## src/rtl/rv_lsu_pkg.sv

```systemverilog
`default_nettype none
// ----------------------------------------------------------------------------
// rv_lsu_pkg : funct3 access encodings and LSU state type
// Rev 1.0
// ----------------------------------------------------------------------------
package rv_lsu_pkg;

  localparam logic [2:0] F3_B  = 3'b000;
  localparam logic [2:0] F3_H  = 3'b001;
  localparam logic [2:0] F3_W  = 3'b010;
  localparam logic [2:0] F3_D  = 3'b011;
  localparam logic [2:0] F3_BU = 3'b100;
  localparam logic [2:0] F3_HU = 3'b101;
  localparam logic [2:0] F3_WU = 3'b110;

  typedef enum logic [1:0] {
    IDLE = 2'd0,
    WAIT = 2'd1,
    DONE = 2'd2
  } lsu_state_t;

  // log2 of the access size in bytes
  function automatic logic [1:0] f3_size(input logic [2:0] f3);
    return f3[1:0];
  endfunction

endpackage
`default_nettype wire

```

## src/rtl/rv_lsu_if.sv

```systemverilog
`default_nettype none
// ----------------------------------------------------------------------------
// rv_lsu_if : MEM-stage request and data-memory bus of the load/store unit
// Rev 1.0
// ----------------------------------------------------------------------------
interface rv_lsu_if #(
  parameter int XLEN = 32
);
  localparam int NB = XLEN / 8;

  logic            MemRead;
  logic            MemWrite;
  logic [2:0]      funct3;
  logic [XLEN-1:0] addr;
  logic [XLEN-1:0] wdata;
  logic            stall;
  logic [XLEN-1:0] rdata;
  logic            misaligned;
  logic            timeout;
  logic            mem_req;
  logic            mem_we;
  logic [XLEN-1:0] mem_addr;
  logic [NB-1:0]   mem_be;
  logic [XLEN-1:0] mem_wdata;
  logic            mem_ready;
  logic [XLEN-1:0] mem_rdata;

  modport slave (
    input  MemRead, MemWrite, funct3, addr, wdata, mem_ready, mem_rdata,
    output stall, rdata, misaligned, timeout,
           mem_req, mem_we, mem_addr, mem_be, mem_wdata
  );

  modport master (
    output MemRead, MemWrite, funct3, addr, wdata, mem_ready, mem_rdata,
    input  stall, rdata, misaligned, timeout,
           mem_req, mem_we, mem_addr, mem_be, mem_wdata
  );

endinterface
`default_nettype wire

```

## src/rtl/rv_lsu_align.sv

```systemverilog
`default_nettype none
// ----------------------------------------------------------------------------
// rv_lsu_align : alignment check, store lane steering, load extraction/extension
// Rev 1.0
// ----------------------------------------------------------------------------
module rv_lsu_align
  import rv_lsu_pkg::*;
#(
  parameter  int XLEN = 32,
  localparam int NB   = XLEN / 8,
  localparam int OB   = $clog2(NB)
) (
  input  logic [2:0]      req_f3_i,
  input  logic [OB-1:0]   req_off_i,
  input  logic [XLEN-1:0] req_wdata_i,
  output logic            aligned_o,
  output logic [NB-1:0]   be_o,
  output logic [XLEN-1:0] wdata_o,
  input  logic [2:0]      ld_f3_i,
  input  logic [OB-1:0]   ld_off_i,
  input  logic [XLEN-1:0] ld_rdata_i,
  output logic [XLEN-1:0] ld_data_o
);

  localparam bit IS64 = (XLEN == 64);

  logic [1:0]      size;
  logic [3:0]      size_mask;
  logic            legal;
  logic [XLEN-1:0] ld_shifted;

  always_comb begin
    size      = f3_size(req_f3_i);
    size_mask = 4'b0000;
    be_o      = '0;
    case (size)
      2'd0: begin size_mask = 4'b0000; be_o = NB'(1)  << req_off_i; end
      2'd1: begin size_mask = 4'b0001; be_o = NB'(3)  << req_off_i; end
      2'd2: begin size_mask = 4'b0011; be_o = NB'(15) << req_off_i; end
      default: begin size_mask = 4'b0111; be_o = '1; end
    endcase
    // Doubleword and WU only exist on RV64; 111 is not a load/store encoding
    legal     = (req_f3_i != 3'b111) && (IS64 || ((size != 2'd3) && (req_f3_i != F3_WU)));
    aligned_o = legal && ((4'(req_off_i) & size_mask) == 4'b0000);
  end

  assign wdata_o = req_wdata_i << {req_off_i, 3'b000};

  always_comb begin
    ld_shifted = ld_rdata_i >> {ld_off_i, 3'b000};
    case (ld_f3_i)
      F3_B:    ld_data_o = XLEN'($signed(ld_shifted[7:0]));
      F3_BU:   ld_data_o = XLEN'(ld_shifted[7:0]);
      F3_H:    ld_data_o = XLEN'($signed(ld_shifted[15:0]));
      F3_HU:   ld_data_o = XLEN'(ld_shifted[15:0]);
      F3_W:    ld_data_o = XLEN'($signed(ld_shifted[31:0]));
      F3_WU:   ld_data_o = XLEN'(ld_shifted[31:0]);
      default: ld_data_o = ld_shifted;
    endcase
  end

endmodule
`default_nettype wire

```

## src/rtl/rv_lsu.sv

```systemverilog
`default_nettype none
// ----------------------------------------------------------------------------
// rv_lsu : load/store unit with handshake, byte lanes, extension and timeout
// Rev 1.0
// ----------------------------------------------------------------------------
module rv_lsu
  import rv_lsu_pkg::*;
#(
  parameter int XLEN     = 32,
  parameter int MAX_WAIT = 15
) (
  input  logic     CLK,
  input  logic     RESET_N,
  rv_lsu_if.slave  bus
);

  localparam int NB = XLEN / 8;
  localparam int OB = $clog2(NB);
  localparam int CW = $clog2(MAX_WAIT + 1);

  lsu_state_t      state_q;
  logic [CW-1:0]   cnt_q;
  logic            mem_req_q;
  logic            mem_we_q;
  logic [XLEN-1:0] mem_addr_q;
  logic [NB-1:0]   mem_be_q;
  logic [XLEN-1:0] mem_wdata_q;
  logic [XLEN-1:0] rdata_q;
  logic [2:0]      f3_q;
  logic [OB-1:0]   off_q;

  logic            req;
  logic            aligned;
  logic            last_wait;
  logic [NB-1:0]   be_w;
  logic [XLEN-1:0] wdata_w;
  logic [XLEN-1:0] ld_data_w;

  rv_lsu_align #(.XLEN(XLEN)) u_align (
    .req_f3_i    (bus.funct3),
    .req_off_i   (bus.addr[OB-1:0]),
    .req_wdata_i (bus.wdata),
    .aligned_o   (aligned),
    .be_o        (be_w),
    .wdata_o     (wdata_w),
    .ld_f3_i     (f3_q),
    .ld_off_i    (off_q),
    .ld_rdata_i  (bus.mem_rdata),
    .ld_data_o   (ld_data_w)
  );

  assign req       = bus.MemRead | bus.MemWrite;
  assign last_wait = (cnt_q == CW'(MAX_WAIT - 1));

  assign bus.stall      = ((state_q == IDLE) && req && aligned) || (state_q == WAIT);
  assign bus.misaligned = (state_q == IDLE) && req && !aligned;
  // A same-cycle mem_ready takes priority over the timeout
  assign bus.timeout    = (state_q == WAIT) && !bus.mem_ready && last_wait;

  assign bus.mem_req   = mem_req_q;
  assign bus.mem_we    = mem_we_q;
  assign bus.mem_addr  = mem_addr_q;
  assign bus.mem_be    = mem_be_q;
  assign bus.mem_wdata = mem_wdata_q;
  assign bus.rdata     = rdata_q;

  always_ff @(posedge CLK or negedge RESET_N) begin
    if (!RESET_N) begin
      state_q     <= IDLE;
      cnt_q       <= '0;
      mem_req_q   <= 1'b0;
      mem_we_q    <= 1'b0;
      mem_addr_q  <= '0;
      mem_be_q    <= '0;
      mem_wdata_q <= '0;
      rdata_q     <= '0;
      f3_q        <= '0;
      off_q       <= '0;
    end else begin
      case (state_q)
        IDLE: begin
          if (req && aligned) begin
            state_q     <= WAIT;
            cnt_q       <= '0;
            mem_req_q   <= 1'b1;
            mem_we_q    <= bus.MemWrite;
            mem_addr_q  <= {bus.addr[XLEN-1:OB], {OB{1'b0}}};
            mem_be_q    <= be_w;
            mem_wdata_q <= wdata_w;
            f3_q        <= bus.funct3;
            off_q       <= bus.addr[OB-1:0];
          end
        end
        WAIT: begin
          if (bus.mem_ready) begin
            if (!mem_we_q) begin
              rdata_q <= ld_data_w;
            end
            mem_req_q <= 1'b0;
            state_q   <= DONE;
          end else if (last_wait) begin
            rdata_q   <= '0;
            mem_req_q <= 1'b0;
            state_q   <= DONE;
          end else begin
            cnt_q <= cnt_q + CW'(1);
          end
        end
        DONE: begin
          state_q <= IDLE;
        end
        default: begin
          state_q   <= IDLE;
          mem_req_q <= 1'b0;
        end
      endcase
    end
  end

endmodule
`default_nettype wire

```

## src/flat_wrapper.sv

```systemverilog
// flat-port wrapper written by rule: the top's interface ports become plain ports
module rv_lsu_flat import rv_lsu_pkg::*;
#(
  parameter int XLEN     = 32,
  parameter int MAX_WAIT = 15
)
  (CLK, RESET_N, bus_MemRead, bus_MemWrite, bus_funct3, bus_addr, bus_wdata, bus_mem_ready, bus_mem_rdata, bus_stall, bus_rdata, bus_misaligned, bus_timeout, bus_mem_req, bus_mem_we, bus_mem_addr, bus_mem_be, bus_mem_wdata);
  rv_lsu_if #(.XLEN(XLEN)) bus_i ();
  input  logic CLK;
  input  logic RESET_N;
  input wire logic [$bits(bus_i.MemRead)-1:0] bus_MemRead;
  input wire logic [$bits(bus_i.MemWrite)-1:0] bus_MemWrite;
  input wire logic [$bits(bus_i.funct3)-1:0] bus_funct3;
  input wire logic [$bits(bus_i.addr)-1:0] bus_addr;
  input wire logic [$bits(bus_i.wdata)-1:0] bus_wdata;
  input wire logic [$bits(bus_i.mem_ready)-1:0] bus_mem_ready;
  input wire logic [$bits(bus_i.mem_rdata)-1:0] bus_mem_rdata;
  output wire logic [$bits(bus_i.stall)-1:0] bus_stall;
  output wire logic [$bits(bus_i.rdata)-1:0] bus_rdata;
  output wire logic [$bits(bus_i.misaligned)-1:0] bus_misaligned;
  output wire logic [$bits(bus_i.timeout)-1:0] bus_timeout;
  output wire logic [$bits(bus_i.mem_req)-1:0] bus_mem_req;
  output wire logic [$bits(bus_i.mem_we)-1:0] bus_mem_we;
  output wire logic [$bits(bus_i.mem_addr)-1:0] bus_mem_addr;
  output wire logic [$bits(bus_i.mem_be)-1:0] bus_mem_be;
  output wire logic [$bits(bus_i.mem_wdata)-1:0] bus_mem_wdata;
  assign bus_i.MemRead = bus_MemRead;
  assign bus_i.MemWrite = bus_MemWrite;
  assign bus_i.funct3 = bus_funct3;
  assign bus_i.addr = bus_addr;
  assign bus_i.wdata = bus_wdata;
  assign bus_i.mem_ready = bus_mem_ready;
  assign bus_i.mem_rdata = bus_mem_rdata;
  assign bus_stall = bus_i.stall;
  assign bus_rdata = bus_i.rdata;
  assign bus_misaligned = bus_i.misaligned;
  assign bus_timeout = bus_i.timeout;
  assign bus_mem_req = bus_i.mem_req;
  assign bus_mem_we = bus_i.mem_we;
  assign bus_mem_addr = bus_i.mem_addr;
  assign bus_mem_be = bus_i.mem_be;
  assign bus_mem_wdata = bus_i.mem_wdata;
  rv_lsu #(.XLEN(XLEN), .MAX_WAIT(MAX_WAIT)) u_core (.CLK(CLK), .RESET_N(RESET_N), .bus(bus_i));
endmodule
```

## config.mk

```make
export PLATFORM = sky130hd
export DESIGN_NAME = rv_lsu_flat
export DESIGN_NICKNAME = d
export VERILOG_FILES = /design/src/rtl/rv_lsu_pkg.sv /design/src/rtl/rv_lsu_if.sv /design/src/rtl/rv_lsu_align.sv /design/src/rtl/rv_lsu.sv /design/src/flat_wrapper.sv
export SDC_FILE = /design/constraint.sdc
export NUM_CORES = 1
export LEC_CHECK = 0
export ABC_AREA = 0
export CORE_MARGIN = 10
export CORE_UTILIZATION = 24
export DETAILED_ROUTE_END_ITERATION = 8
export DONT_BUFFER_PORTS = 1
export GPL_ROUTABILITY_DRIVEN = 0
export HOLD_SLACK_MARGIN = 0.08
export SYNTH_ARGS = -nofsm -noshare
export SYNTH_HDL_FRONTEND = slang
export SYNTH_SLANG_ARGS = --single-unit
```

## constraint.sdc

```tcl
create_clock -name CLK -period 5.5 [get_ports CLK]
set_input_delay 0.275 -clock CLK [delete_from_list [all_inputs] [get_ports CLK]]
set_output_delay 0.275 -clock CLK [all_outputs]
set_load 0.03 [all_outputs]
```

* Word-level counts from Yosys, hierarchy flattened *
Index checks and enable logic that the tools add are counted.

operators by class
  equality and inequality tests = 16
  add/sub/neg operators = 1
  bitwise logic cells = 3
  shift-type cells = 5
  muxes and demuxes = 18
  reduce and logical (&&, ||, !) cells = 23

operator list
  operator               number
  $pmux W32 S4           1
  $mux W32               3
  $shl A32 B5 Y32        1
  $shr A32 B5 Y32        1
  $mux W4                3
  $pmux W4 S3            1
  $ne A2 B2 Y1 const B   5
  $logic_and A1 B1 Y1    9
  $pmux W3 S3            1
  $pmux W4 S2            1
  $eq A3 B3 Y1 const B   2
  $mux W2                3
  $ne A3 B3 Y1 const B   2
  $reduce_and A3 Y1      2
  $add A4 B1 Y4 const B  1
  $and A2 B4 Y4          1
  $eq A2 B1 Y1 const B   2
  $eq A2 B2 Y1 const B   2
  $eq A4 B4 Y1 const B   1
  $logic_not A2 Y1       2
  $logic_not A4 Y1       1
  $pmux W2 S2            1
  $reduce_and A2 Y1      2
  $reduce_and A4 Y1      1
  other kinds (13)       17

storage, ports and cells
  input port bits = 104
  logic and storage cells = 76
  flip-flop bits (word level) = 111

* Longest topological paths before layout *
Gate-level depths: netlist of the first run.

  depth in word-level cells = 8
  depth in mapped cells = 8
  mapped depth without buffers = 6

* Modules after synthesis *
Synthesis of the first run repeated with hierarchy kept, for this count alone.

unflattened totals
  cell total of the unflattened synthesis = 552
  area total of the unflattened synthesis = 5993.2 µm²

modules (own cells, without submodules)
  module        sequential area each (µm²)  cells each  area an instance (µm²)  instances
  rv_lsu        2777.7                      344         4534.3                  1
  rv_lsu_align  0.0                         208         1458.9                  1

* Worst setup path after synthesis of the first run *
OpenSTA, ideal clock, no wires.

  path type = register -> register
  start = register u_core.cnt_q[0]
  end = register u_core.rdata_q[20], in the netlist u_core.bus.rdata[20]
  cell stages (with the launch flop) = 9
  arrival = 1.920 ns
  required time = 5.374 ns
  path slack = 3.454 ns
  cells stage by stage = dfrtp_1 > inv_1 > ha_1 > nand3_4 > nor3_4 > nor2b_2 > buf_6 > buf_6 > a221o_1

on the way
  longest elaborated chain between the ends = 3

RTL lines
  item                                 RTL line       source
  start: declaration                   rv_lsu.sv:22   logic [CW-1:0] cnt_q;
  start signal: assignment             rv_lsu.sv:106  cnt_q <= cnt_q + CW'(1);
  $eq A4 B4 Y1                         rv_lsu.sv:53   assign last_wait = (cnt_q == CW'(MAX_WAIT - 1));
  $reduce_bool A2 Y1 (no source line)  n/a
  $reduce_and A3 Y1 (no source line)   n/a
  end signal: assignment               rv_lsu.sv:97   rdata_q <= ld_data_w;
  end: declaration                     rv_lsu.sv:28   logic [XLEN-1:0] rdata_q;

Every way passes these cells.
A chain may end at the register's enable or synchronous reset.

* Worst setup path after layout of the first run *
  start = register u_core.mem_we_q, in the netlist u_core.bus.mem_we
  end = register u_core.rdata_q[25], in the netlist u_core.bus.rdata[25]

on the way
  longest elaborated chain between the ends = 2

RTL lines
  item                                RTL line      source
  start: declaration                  rv_lsu.sv:24  logic mem_we_q;
  start signal: assignment            rv_lsu.sv:86  mem_we_q <= bus.MemWrite;
  $ne A2 B2 Y1 (no source line)       n/a
  $reduce_and A3 Y1 (no source line)  n/a

Every way passes these cells.

==> results.txt, run 1 <==
The tools report the total CTS buffers as 9. Synthesis produced 468 cells. Final worst slack: 3.15 ns.

Via count of the first global-routing pass: 3904. The average vias per placed instance came out at 4.73. The logs give 5.79 ns for the required time of the critical path and 29.0% for the post-layout utilization of the core. The signal on the critical path passes through nand4bb_1 > buf_4 > nor3b_2 > nor2b_1 > a221o_2. The average detailed-routed wire length per instance came out at 21.1 um. The tools report the type of destination of the critical path as a flop.

Setup repair after global routing left no endpoint under its margin. For this run, design rule violations remaining after detail routing come to 0. The overall die height is 171 um, and the overall die width is 171 um. In the final layout, the multi-input gates occupy 2470 um2.

The cell sitting at the root of the clock tree is a clkbuf_16. The cell with the biggest individual delay on the critical path was nor2b_1. The number of setup buffers added after CTS is 0. The count of nets left with antenna violations once routing finished came out at 0.

The area growth from synthesis to final layout is 19.5%. Cells with a size suffix above 1 make up 21.2% of the layout. The number of antenna violations at the first check in global routing was 0. The clock tree synthesis step divided the H-tree into 3 levels. After synthesis, the share of flip-flops with an asynchronous set or reset is 100%. The sequential cells in the finished layout cover a total of 2780 um2. The combined global-route utilization of all metal layers came out at 11.1%.

209 I/O pins were placed. The top cell type's share of synthesized area is 50.8%, and the filler cell count is 2290. Setup total negative slack on the finished layout was measured at 0 ns.

For this design, the CTS-stage hold fixing added 50 buffers. The number of cell instances on the worst register-to-register path works out to 5. The total buffers and inverters traversed by the critical path was 1. Across the run, the number of max-cap violations was 0.

Number of buffers on the longest clock path: 2. The worst register-to-register path ends at u_core.bus.rdata[25]. Setup violations remaining at the end of the flow were counted as 0.

For the number of DRC markers after the initial detailed-route iteration, the log shows 198. Yosys printed 0 warnings. Among cell families on the critical path, the largest total delay comes from simple AND/OR/NAND/NOR gates.

Timing would allow up to 425 MHz. The tools report the total number of placement rows as 55. The most area-hungry cell type in the Yosys netlist was dfrtp_1. The area enclosed by the die boundary was 29200 um2; the largest stage delay on the critical path was 0.54 ns. The critical path starts at u_core.bus.mem_we.

After layout, the minimum clock period comes to 2.35 ns. After synthesis the cells add up to 5470 um2. The run finished with clean final reports. The prevailing post-synth register cell is dfrtp_1. Sorting the synthesized cells by area gives the leading types as dfrtp_1 (51%), mux2_2 (14%), mux2i_1 (7.3%). The logs give 5680 um2 for the standard cell area after detailed placement and 0 for the final count of hold timing violations. In the final design database the tool counted 610 nets. For the data arrival time at the worst-slack endpoint, the log shows 2.64 ns.

The number of clock sinks was 111; the post-layout instance area was 6540 um2. The startpoint identified for the worst register-to-register timing path is u_core.bus.mem_we. The floorplan step defined a core boundary enclosing 22500 um2. The sequential-to-total area share from yosys stat is 50.8%. The first-pass GRT wire length is 24900 um. The most common cell after layout, fill and taps aside was dfrtp_1.

Number of buffers inserted by port buffering: 0. The average size of a mapped cell came out at 11.7 um2. The power per cell area is 588 nW/um2.

The slew at the pin closest to its max-slew limit is 0.963 ns. The detailed router placed 3735 vias in this run. Across the VDD grid, the largest voltage drop is 246 uV. The later pin in the worst-skew pair is clocked with a latency of 0.35 ns. In this run the worst path has a maximum fanout of 27.

The tightest min-delay check is of the in -> reg type. The analysis attributes to cell leakage a power of 2.81 nW. The run gives 35.5% as the worst relative slew slack.

The sum of overflow across all layers after global routing was 0. The tools report the detailed-placement wirelength estimate as 11700 um. TritonCTS built the clock tree. After detailed routing, the total wire length is 16700 um. The ratio of final minimum period to clock period came out at 42.8%. On the final layout, the worst clock skew is 0.0131 ns. In this run the register-to-register setup slack is 3.15 ns. The critical path ends at u_core.bus.rdata[25].

The first detailed-routing pass took 4 iterations. The count of different cell masters after synthesis was 44; the logic depth of the worst path, buffers included was 5. Leaving out fill and tap cells, the most frequent cells in the layout are dfrtp_1 (111), mux2_2 (69), dlygate4sd3_1 (50), mux2i_1 (40), nand2_1 (29). The final count of pins violating max slew came out at 0. 0 antenna diodes ended up in the layout.

STA classifies the critical path startpoint as a flop. For this configuration, the core starts out at a cell density of 24.3%. Entering global routing, the biggest net connects 112 pins. OpenSTA, run right after detailed placement, puts the worst setup slack at 3.01 ns. The flip-flop and latch count after synthesis is 111. The sum of internal, switching and leakage power is 3.84 mW, and the clock slew at the register clock pins of the worst setup and hold paths is 0.08 ns. In this run, synthesis inferred 0 flip-flops with an integrated enable. The type of the worst setup path is reg -> reg.

Once the clock tree was built, the resizer swapped 0 gates to a different size.
==> layer usage <==
layer | part of all wire, % | GRT usage, % | routed length, um | vias to the layer above
li1 | - | - | - | 1735
met1 | 38 | 12.5 | 6350 | 1848
met2 | 49 | 18.5 | 8170 | 144
met3 | 12 | 5.55 | 2040 | 8
met4 | 0.89 | 2.38 | 148 | 0
met5 | 0 | 0 | 0 | -
==> worst register-to-register path, stage by stage, from the launching register on <==
cell       delay, ns
dfrtp_1         0.50
nand4bb_1       0.24
buf_4           0.23
nor3b_2         0.54
nor2b_1         0.54
a221o_2         0.25
==> cell type report <==
cell class,count,area share (%)
Sequential cell,111,42.5
Multi-Input combinational cell,310,37.7
Timing Repair Buffer,56,8.65
Tap cell,285,5.46
Clock buffer,9,3.45
Clock inverter,7,1.53
Inverter,12,0.689
==> how the worst min path moves through the flow <==
stage                                         end  depth (start not counted)    startpoint  slack [ns]
after detailed placement      u_core.bus.rdata[1]                          0       RESET_N       -0.01
after floorplan           u_core.bus.mem_addr[10]                          0       RESET_N       -0.02
final                     u_core.bus.mem_wdata[0]                          2  bus_wdata[0]        0.10
after global placement        u_core.bus.rdata[7]                          0       RESET_N       -0.01
after CTS                 u_core.bus.mem_wdata[2]                          2  bus_wdata[2]        0.08
after global routing      u_core.bus.mem_wdata[0]                          2  bus_wdata[0]        0.10
==> through the flow <==
step	hold slack, ns	cells
after global placement	-0.0148	723
after CTS	0.0849	789
after detailed placement	-0.0124	723
after floorplan	-0.0206	469
after global routing	0.101	790
final	0.101	790
==> state kept, by name, summed over array words and instances, names as in the netlist <==
register	flops
u_core.bus.mem_addr	30
u_core.f3_q	3
u_core.bus.mem_we	1
u_core.off_q	2
u_core.bus.mem_be	4
u_core.bus.mem_req	1
u_core.cnt_q	4
u_core.state_q	2
u_core.bus.rdata	32
u_core.bus.mem_wdata	32
==> cell usage after synthesis, drive strengths merged (9+ instances only) <==
library cell,instances
nor2,21
dfrtp,111
mux2i,40
a221o,16
mux2,69
nand2,29
buf,28
o21ai,24
nor2b,11
inv,12
o2bb2ai,9
a21oi,25
o22ai,9
==> where the power goes <==
group / switching (mW) / leakage, nW / internal [mW]
clock network: 0.343 / 0.158 / 0.371
registers: 1.02 / 1.38 / 1.17
logic: 0.432 / 1.27 / 0.505
==> cells by family after synthesis <==
group / synth area share, %
multiplexers: 21.9
AO/OA/AOI/OAI: 11.9
XOR/XNOR: 0.320
buffers and inverters: 4.30
other: 0.0686
flip-flops: 50.8
adder cells (fa/ha/maj): 1.37
AND/OR/NAND/NOR: 9.34
(Power assumes the default switching activity.)
==> run 2, diff against run 1 <==
--- a/config.mk
+++ b/config.mk
@@ -5,7 +5,7 @@
 export SDC_FILE = /design/constraint.sdc
 export NUM_CORES = 1
 export LEC_CHECK = 0
-export ABC_AREA = 0
+export ABC_AREA = 1
 export CORE_MARGIN = 10
 export CORE_UTILIZATION = 24
 export DETAILED_ROUTE_END_ITERATION = 8
==> constraint.sdc (replaced) <==
create_clock -name CLK -period 1.9 [get_ports CLK]
set_input_delay 0.095 -clock CLK [delete_from_list [all_inputs] [get_ports CLK]]
set_output_delay 0.095 -clock CLK [all_outputs]
set_load 0.03 [all_outputs]
==> results.txt, run 2 <==
Summing every instance area after synthesis gives 5780 um2. The overall die width is 175 um, and the total of endpoints with negative setup slack in the final report is 0. Type of the worst setup path: reg -> out. The critical path starts at u_core.cnt_q[0].

For the maximum number of pins on one net before global-route repair, the log shows 112. Largest stage delay on the critical path: 0.41 ns. The insertion delay to the later sink of the worst-skew pair is 0.36 ns. The tools report the sequential standard cell area as 2780 um2.

The most area-hungry cell type in the Yosys netlist was dfrtp_1. The logic depth of the worst path, buffers included came out at 8. Layout cell share with drive strength beyond 1: 5.38%. The run gives 2 as the number of buffers on the longest clock path.

The startpoint identified for the worst register-to-register timing path is u_core.off_q[0]. In this run the vertical extent of the chip is 175 um. The area growth from synthesis to final layout works out to 30.3%. The run gives 0 as the remaining number of nets flagged by the antenna check after routing.

The routed design has 21000 um of wire. The pre-antenna-repair detailed-routing pass consisted of 7 iterations. Pin placement for this block handled 209 I/O pins.

Port buffering added 0 buffers. In the routed design, unresolved DRC markers number 0. The worst hold margin was -0.565 ns.

Synthesis handed over a netlist of 783 instances. For the effective utilization at floorplan, the log shows 24.5%. The clock tree synthesis step divided the H-tree into 3 levels.

The tools report the highest clock rate as 556 MHz. By count the netlist is led by nand2_1 (307), dfrtp_1 (111), inv_1 (84). Ranked by total cell area, the synthesized netlist is headed by dfrtp_1 (48%), nand2_1 (20%), nand3_1 (6.0%).

The sum of internal, switching and leakage power was 11.6 mW. The family of cells with the greatest summed delay on the critical path was buffers and inverters. Walking the worst path, the cells encountered are inv_1 > ha_1 > nand3_1 > inv_1 > nand3_4 > buf_12 > inv_1 > buf_4. The ratio of final minimum period to clock period came out at 94.6%.

Counting flops with an async set or reset pin after synthesis yields a share of 100%. The repair_antennas step left the layout with diodes totalling 0. The placed instances occupy a cell area of 6080 um2. The run gives 9 as the total CTS buffers.

The region available for standard cell placement spans 23600 um2. The run gives 14000 um as the detailed-placement wirelength estimate. Most used standard cell by instance count after synthesis: nand2_1. After synthesis the netlist holds a flip-flop and latch count of 111.

The highest ir drop seen on vdd is 675 uV. Across the run, the number of max-cap violations was 0. The clock slew at the register clock pins of the worst setup and hold paths was 0.09 ns; the average vias per placed instance was 4.58.

In this run the core area contains 56 standard-cell rows. Most common cell after layout, fill and taps aside: nand2_1. The number of antenna violations at the first check in global routing is 0. The flow ran to the end, but the final reports show violations. The logs give 491 for the number of DRC markers after the initial detailed-route iteration and 0 for the synthesis warning total.

The sum of overflow across all layers after global routing is 0. The die covers 30700 um2. TritonCTS built the clock tree. For this design the static power due to leakage is 3.86 nW. The total negative setup slack was 0 ns.

The number of clock sinks is 111. The hold buffer count at cts was 105; the average detailed-routed wire length per instance was 17.6 um. The time the final worst path needs with I/O delays and setup came out at 1.80 ns. The count of different cell masters after synthesis was 28; the count of flip-flops with a built-in enable after synthesis was 0. The average instance in the mapped netlist occupies 7.38 um2. For this run, the register share of the synthesized area comes to 48.1%. The most used flip-flop cell after synthesis is dfrtp_1. Measured against its own limit, the worst slew margin works out to 51.3%. The type of destination of the critical path was an output pin. Final count of hold timing violations: 111. Counting cells, the worst reg-to-reg path comes to 7.

Summed over its instances, the top area cell type makes up 48.1% of the synthesized netlist area. The power per cell area works out to 1530 nW/um2. Counting stages on the worst path, the most repeated cell is inv_1. The slew at the pin closest to its max-slew limit is 0.728 ns, and the overall via count from detail_route is 5463. In the layout the commonest cells are nand2_1 (306), dfrtp_1 (111), dlygate4sd3_1 (105), inv_1 (84), nand3_1 (68). The tightest min-delay check is of the in -> async type.

For the worst setup path, the data required time is 1.80 ns. The logs give 2505 for the filler cell count and 13.2% for the combined global-route utilization of all metal layers. For this run, the number of standard cells in the final layout without fillers is 1193. STA classifies the critical path startpoint as a flop.

The data arrival time at the worst-slack endpoint was 1.70 ns. The first global-routing pass estimated 32100 um of wire. Final count of pins violating max slew: 0.

The maximum fanout along the worst path is 7. The post-layout instance area was 7530 um2. CTS placed an instance of clkbuf_16 at the clock tree root.

The final reports fail on negative hold slack. The multi-input combinational cells in the finished layout cover a total of 2420 um2. The clock arrives with 0.0136 ns of skew. Via count of the first global-routing pass: 5324. The total buffers and inverters traversed by the critical path came out at 5.

The cell with the biggest individual delay on the critical path is dfrtp_1. The number of placed instances, taps included, is 1067. In the final design database the tool counted 979 nets.
-- run 2: changes by cell type after synthesis, moves of 11 or more --
cell / change
a221o_1: -11
inv_1: +72
mux2_2: -69
mux2i_1: -40
nand2_1: +278
nand3_1: +65
nor2_1: -12
o21ai_0: +32
o21ai_1: +49
-- run 2: worst reg2reg max path: stages, from the launching register on --
cell           delay [ns]
dfrtp_1              0.45
buf_4                0.29
o21ai_0              0.14
nand3_1              0.09
dlygate4sd3_1        0.55
nand2_1              0.06
nand2_1              0.05
nand2_1              0.05
-- run 2: layout make-up --
| class | instances | area share, % |
|---|---|---|
| Sequential cell | 111 | 36.9 |
| Clock inverter | 4 | 0.498 |
| Timing Repair Buffer | 125 | 17.5 |
| Tap cell | 319 | 5.30 |
| Clock buffer | 12 | 3.41 |
| Multi-Input combinational cell | 535 | 32.1 |
| Inverter | 87 | 4.34 |
-- run 2: report_power, final --
| part | switching [mW] | internal (mW) | total, mW |
|---|---|---|---|
| sequential | 2.93 | 3.38 | 6.31 |
| combinational | 2.01 | 1.31 | 3.31 |
| clock | 0.949 | 0.985 | 1.93 |
-- run 2: cells by family (layout without fill, tap and decap cells) --
kind of cell,count (synthesis),after routing,synth area share (%)
buffers and inverters,138,228,10.5
DFF,111,111,48.1
xor gates and xnor gates,2,2,0.303
AOI/OAI and AO/OA,134,134,12.0
other,1,2,0.0649
and+or+nand+nor,391,391,27.8
adders and majority gates,6,6,1.30
-- run 2: final timing paths --
| path | to | slack (ns) |
|---|---|---|
| setup / recovery | bus_timeout | 0.10 |
| hold / removal | u_core.bus.rdata[21] | -0.56 |
| setup reg to reg | u_core.bus.rdata[14] | 0.12 |
| hold reg to reg | u_core.f3_q[0] | 0.49 |
| max in group asynchronous | u_core.bus.mem_addr[12] | 2.28 |
| min in group CLK | u_core.bus.mem_wdata[11] | 0.08 |
-- run 2: repair_timing --
action	4_1_cts	5_1_grt
hold endpoints to repair	204	111
buffers inserted	0	3
setup endpoints to repair	0	3
resized for setup	0	7
-- run 2: metrics by stage --
| step | hold WS, ns | worst slack, ns | utilization [%] |
|---|---|---|---|
| 2_1_floorplan | -0.201 | 0.461 | - |
| 3_3_place_gp | -0.194 | 0.266 | 25.7 |
| 3_5_place_dp | -0.195 | 0.249 | 25.7 |
| 4_1_cts | -0.591 | 0.0246 | 31.4 |
| 5_1_grt | -0.595 | -0.00411 | 31.9 |
| 6_report | -0.565 | 0.102 | 31.9 |
-- run 2: routing by layer --
layer	routed length [um]	track usage, %	share of wire (%)
met4	133	2.15	0.63
met2	10400	22.5	50
met1	7980	15.0	38
met5	0	0	0
met3	2450	5.99	12
==> run 3, diff against run 2 <==
--- a/config.mk
+++ b/config.mk
@@ -5,7 +5,6 @@
 export SDC_FILE = /design/constraint.sdc
 export NUM_CORES = 1
 export LEC_CHECK = 0
-export ABC_AREA = 1
 export CORE_MARGIN = 10
 export CORE_UTILIZATION = 24
 export DETAILED_ROUTE_END_ITERATION = 8
==> results.txt, run 3 (synthesized netlist as in run 1, its figures left out) <==
Summed over all layers, the global routing overflow is 0. After detailed routing, the number of vias per cell comes to 4.73. Cell with the biggest individual delay on the critical path: dfrtp_1. Power spread over the standard cell area amounts to 1620 nW/um2. In this design, the stage delay of the slowest critical-path cell is 0.40 ns. For the worst flop-to-flop path, the logic depth is 7. Setup repair after global routing left no endpoint under its margin. The total buffers and inverters traversed by the critical path was 2.

The tools report the number of antenna repair diodes as 0. The worst setup path is of the reg -> reg kind. The run gives 644 as the number of nets in the finished design. CTS placed an instance of clkbuf_16 at the clock tree root. The number of antenna violations at the first check in global routing was 0; the maximum number of pins on one net before global-route repair was 112.

Buffers inserted during clock tree synthesis total 9. STA classifies the critical path startpoint as a flop. After the first detailed-routing iteration, the DRC count stood at 239.

The final count of hold timing violations was 111; the number of buffers inserted by port buffering was 0. The area growth from synthesis to final layout is 25.4%. The layout cell share with drive strength beyond 1 was 22.6%; the final count of pins violating max slew was 0. In the finished design, the share of the clock period the worst path needs comes to 91.9%.

The tools report the number of buffers on the longest clock path as 2. At the worst endpoint, the arrival time is 1.99 ns. Standard cell area after detailed placement: 5820 um2.

Leaving out fill and tap cells, the most frequent cell in the layout is dfrtp_1. The time the final worst path needs with I/O delays and setup is 1.75 ns, and the count of buffers added by post-CTS timing repair for setup is 0. The critical path crosses 7 cells after its start point.

In this run the worst path has a maximum fanout of 24. The number of remaining DRC errors came out at 0. Broken down by cell family, the worst path's largest delay share belongs to flip-flops. For the post-route clock skew, the log shows 0.00706 ns. The via count of the first global-routing pass is 4108. The deepest level of the CTS H-tree is 3, and the total number of placement rows is 55. Across the run, the number of max-cap violations was 0. The post-layout instance area was 6860 um2; the overall die width was 171 um. The die is 171 um tall. The initial utilization of the core area, before any placement, comes to 24.3%.

The clock slew at the register clock pins of the worst setup and hold paths is 0.08 ns. The worst pin sits at a relative slew slack of 41.8%. At the pin with the least slew margin, the transition time is 0.870 ns. STA classifies the critical path endpoint as a flop. The most critical setup path has its startpoint at u_core.cnt_q[0].

Setup violations remaining at the end of the flow were counted as 0. The average detailed-routed wire length per instance is 21.0 um, and the post-layout utilization of the core is 30.5%. Static timing analysis puts the maximum clock frequency at 572 MHz. For the worst-skew pair, the clock arrives at the later sink with an insertion delay of 0.36 ns. The signal on the critical path passes through inv_2 > ha_4 > nand3_4 > nor3_4 > nor2b_2 > buf_4 > a221o_2. The run gives 111 as the number of clock sinks.

The hold buffer count at cts is 74, and the combined global-route utilization of all metal layers is 11.5%. Once detailed placement completed, the half-perimeter wirelength came to 12100 um. The die covers 29200 um2.

Across all setup checks in the final design, the least slack found is 0.153 ns. The checks that failed: negative hold slack. The classification of the worst-slack hold path was in -> async. The top cell types in the final layout, fill and taps aside, are dfrtp_1 (111), dlygate4sd3_1 (73), mux2_2 (69), mux2i_1 (40), nand2_1 (28). The first-pass iteration count of the detailed router is 4. TritonCTS built the clock tree. For the reported leakage power, the log shows 2.96 nW.

For the worst setup path, the data required time is 2.14 ns. The filler cell count is 2262, and the routed wire length is 17300 um. The first global-routing pass estimated 25700 um of wire. For this block, the via count after detailed routing is 3894. VDD sags by at most 722 uV. The worst register-to-register path begins at u_core.cnt_q[0].

After floorplanning, the core was sized to cover 22500 um2. The run finished, with violations left. The remaining number of nets flagged by the antenna check after routing was 0. The worst hold margin came out at -0.567 ns. Top-level port count: 209. After routing, the total negative slack on setup checks comes to 0 ns. Power comes to 11.1 mW.

At the placement stage, the worst setup path has a slack of 0.100 ns.
-- run 3: cell count changes in the layout (fill, tap and decap cells not counted), sizes merged, moves of 32 or more --
cell	change
nand3	-66
mux2	+69
o21ai	-82
nand2	-279
mux2i	+40
inv	-73
dlygate4sd3	-32
-- run 3: timing repair --
action | CTS | global route
hold endpoints to repair | 199 | 111
setup endpoints to repair | 0 | 2
gates resized for setup | 0 | 2
-- run 3: path summary, 6_finish.rpt --
kind | end | slack, ns
setup / recovery | u_core.bus.rdata[23] | 0.15
hold / removal | u_core.bus.rdata[7] | -0.57
setup reg to reg | u_core.bus.rdata[23] | 0.15
hold reg to reg | u_core.f3_q[1] | 0.58
max in group asynchronous | u_core.bus.mem_addr[24] | 2.24
min in group CLK | u_core.bus.mem_wdata[10] | 0.09
-- run 3: layout make-up --
cell class	instances	area (um2)	share of cell area (%)
multi-input combinational	310	2480	36.2
sequential	111	2780	40.5
clock inverter	7	63.8	0.930
tap	285	357	5.20
timing repair buffer	90	908	13.2
clock buffer	9	225	3.28
inverter	12	45.0	0.657
-- run 3: metal layers --
metal / vias up / wire length [um] / track usage (%)
met1: 1932 / 6950 / 13.5
met2: 140 / 8320 / 18.5
met3: 16 / 1840 / 4.95
met5: - / 0 / 0
li1: 1806 / - / -
met4: 0 / 229 / 3.82
-- run 3: stage by stage --
stage / hold slack, ns / instances
detailed placement: -0.194 / 734
CTS: -0.596 / 824
global route: -0.590 / 824
finish: -0.567 / 824
global placement: -0.194 / 734
floorplan: -0.201 / 469
-- run 3: where the power goes --
part	switching, mW	total (mW)	internal, mW
logic	1.28	2.92	1.64
registers	2.93	6.32	3.39
clock network	0.962	1.88	0.920
total	5.18	11.1	5.94
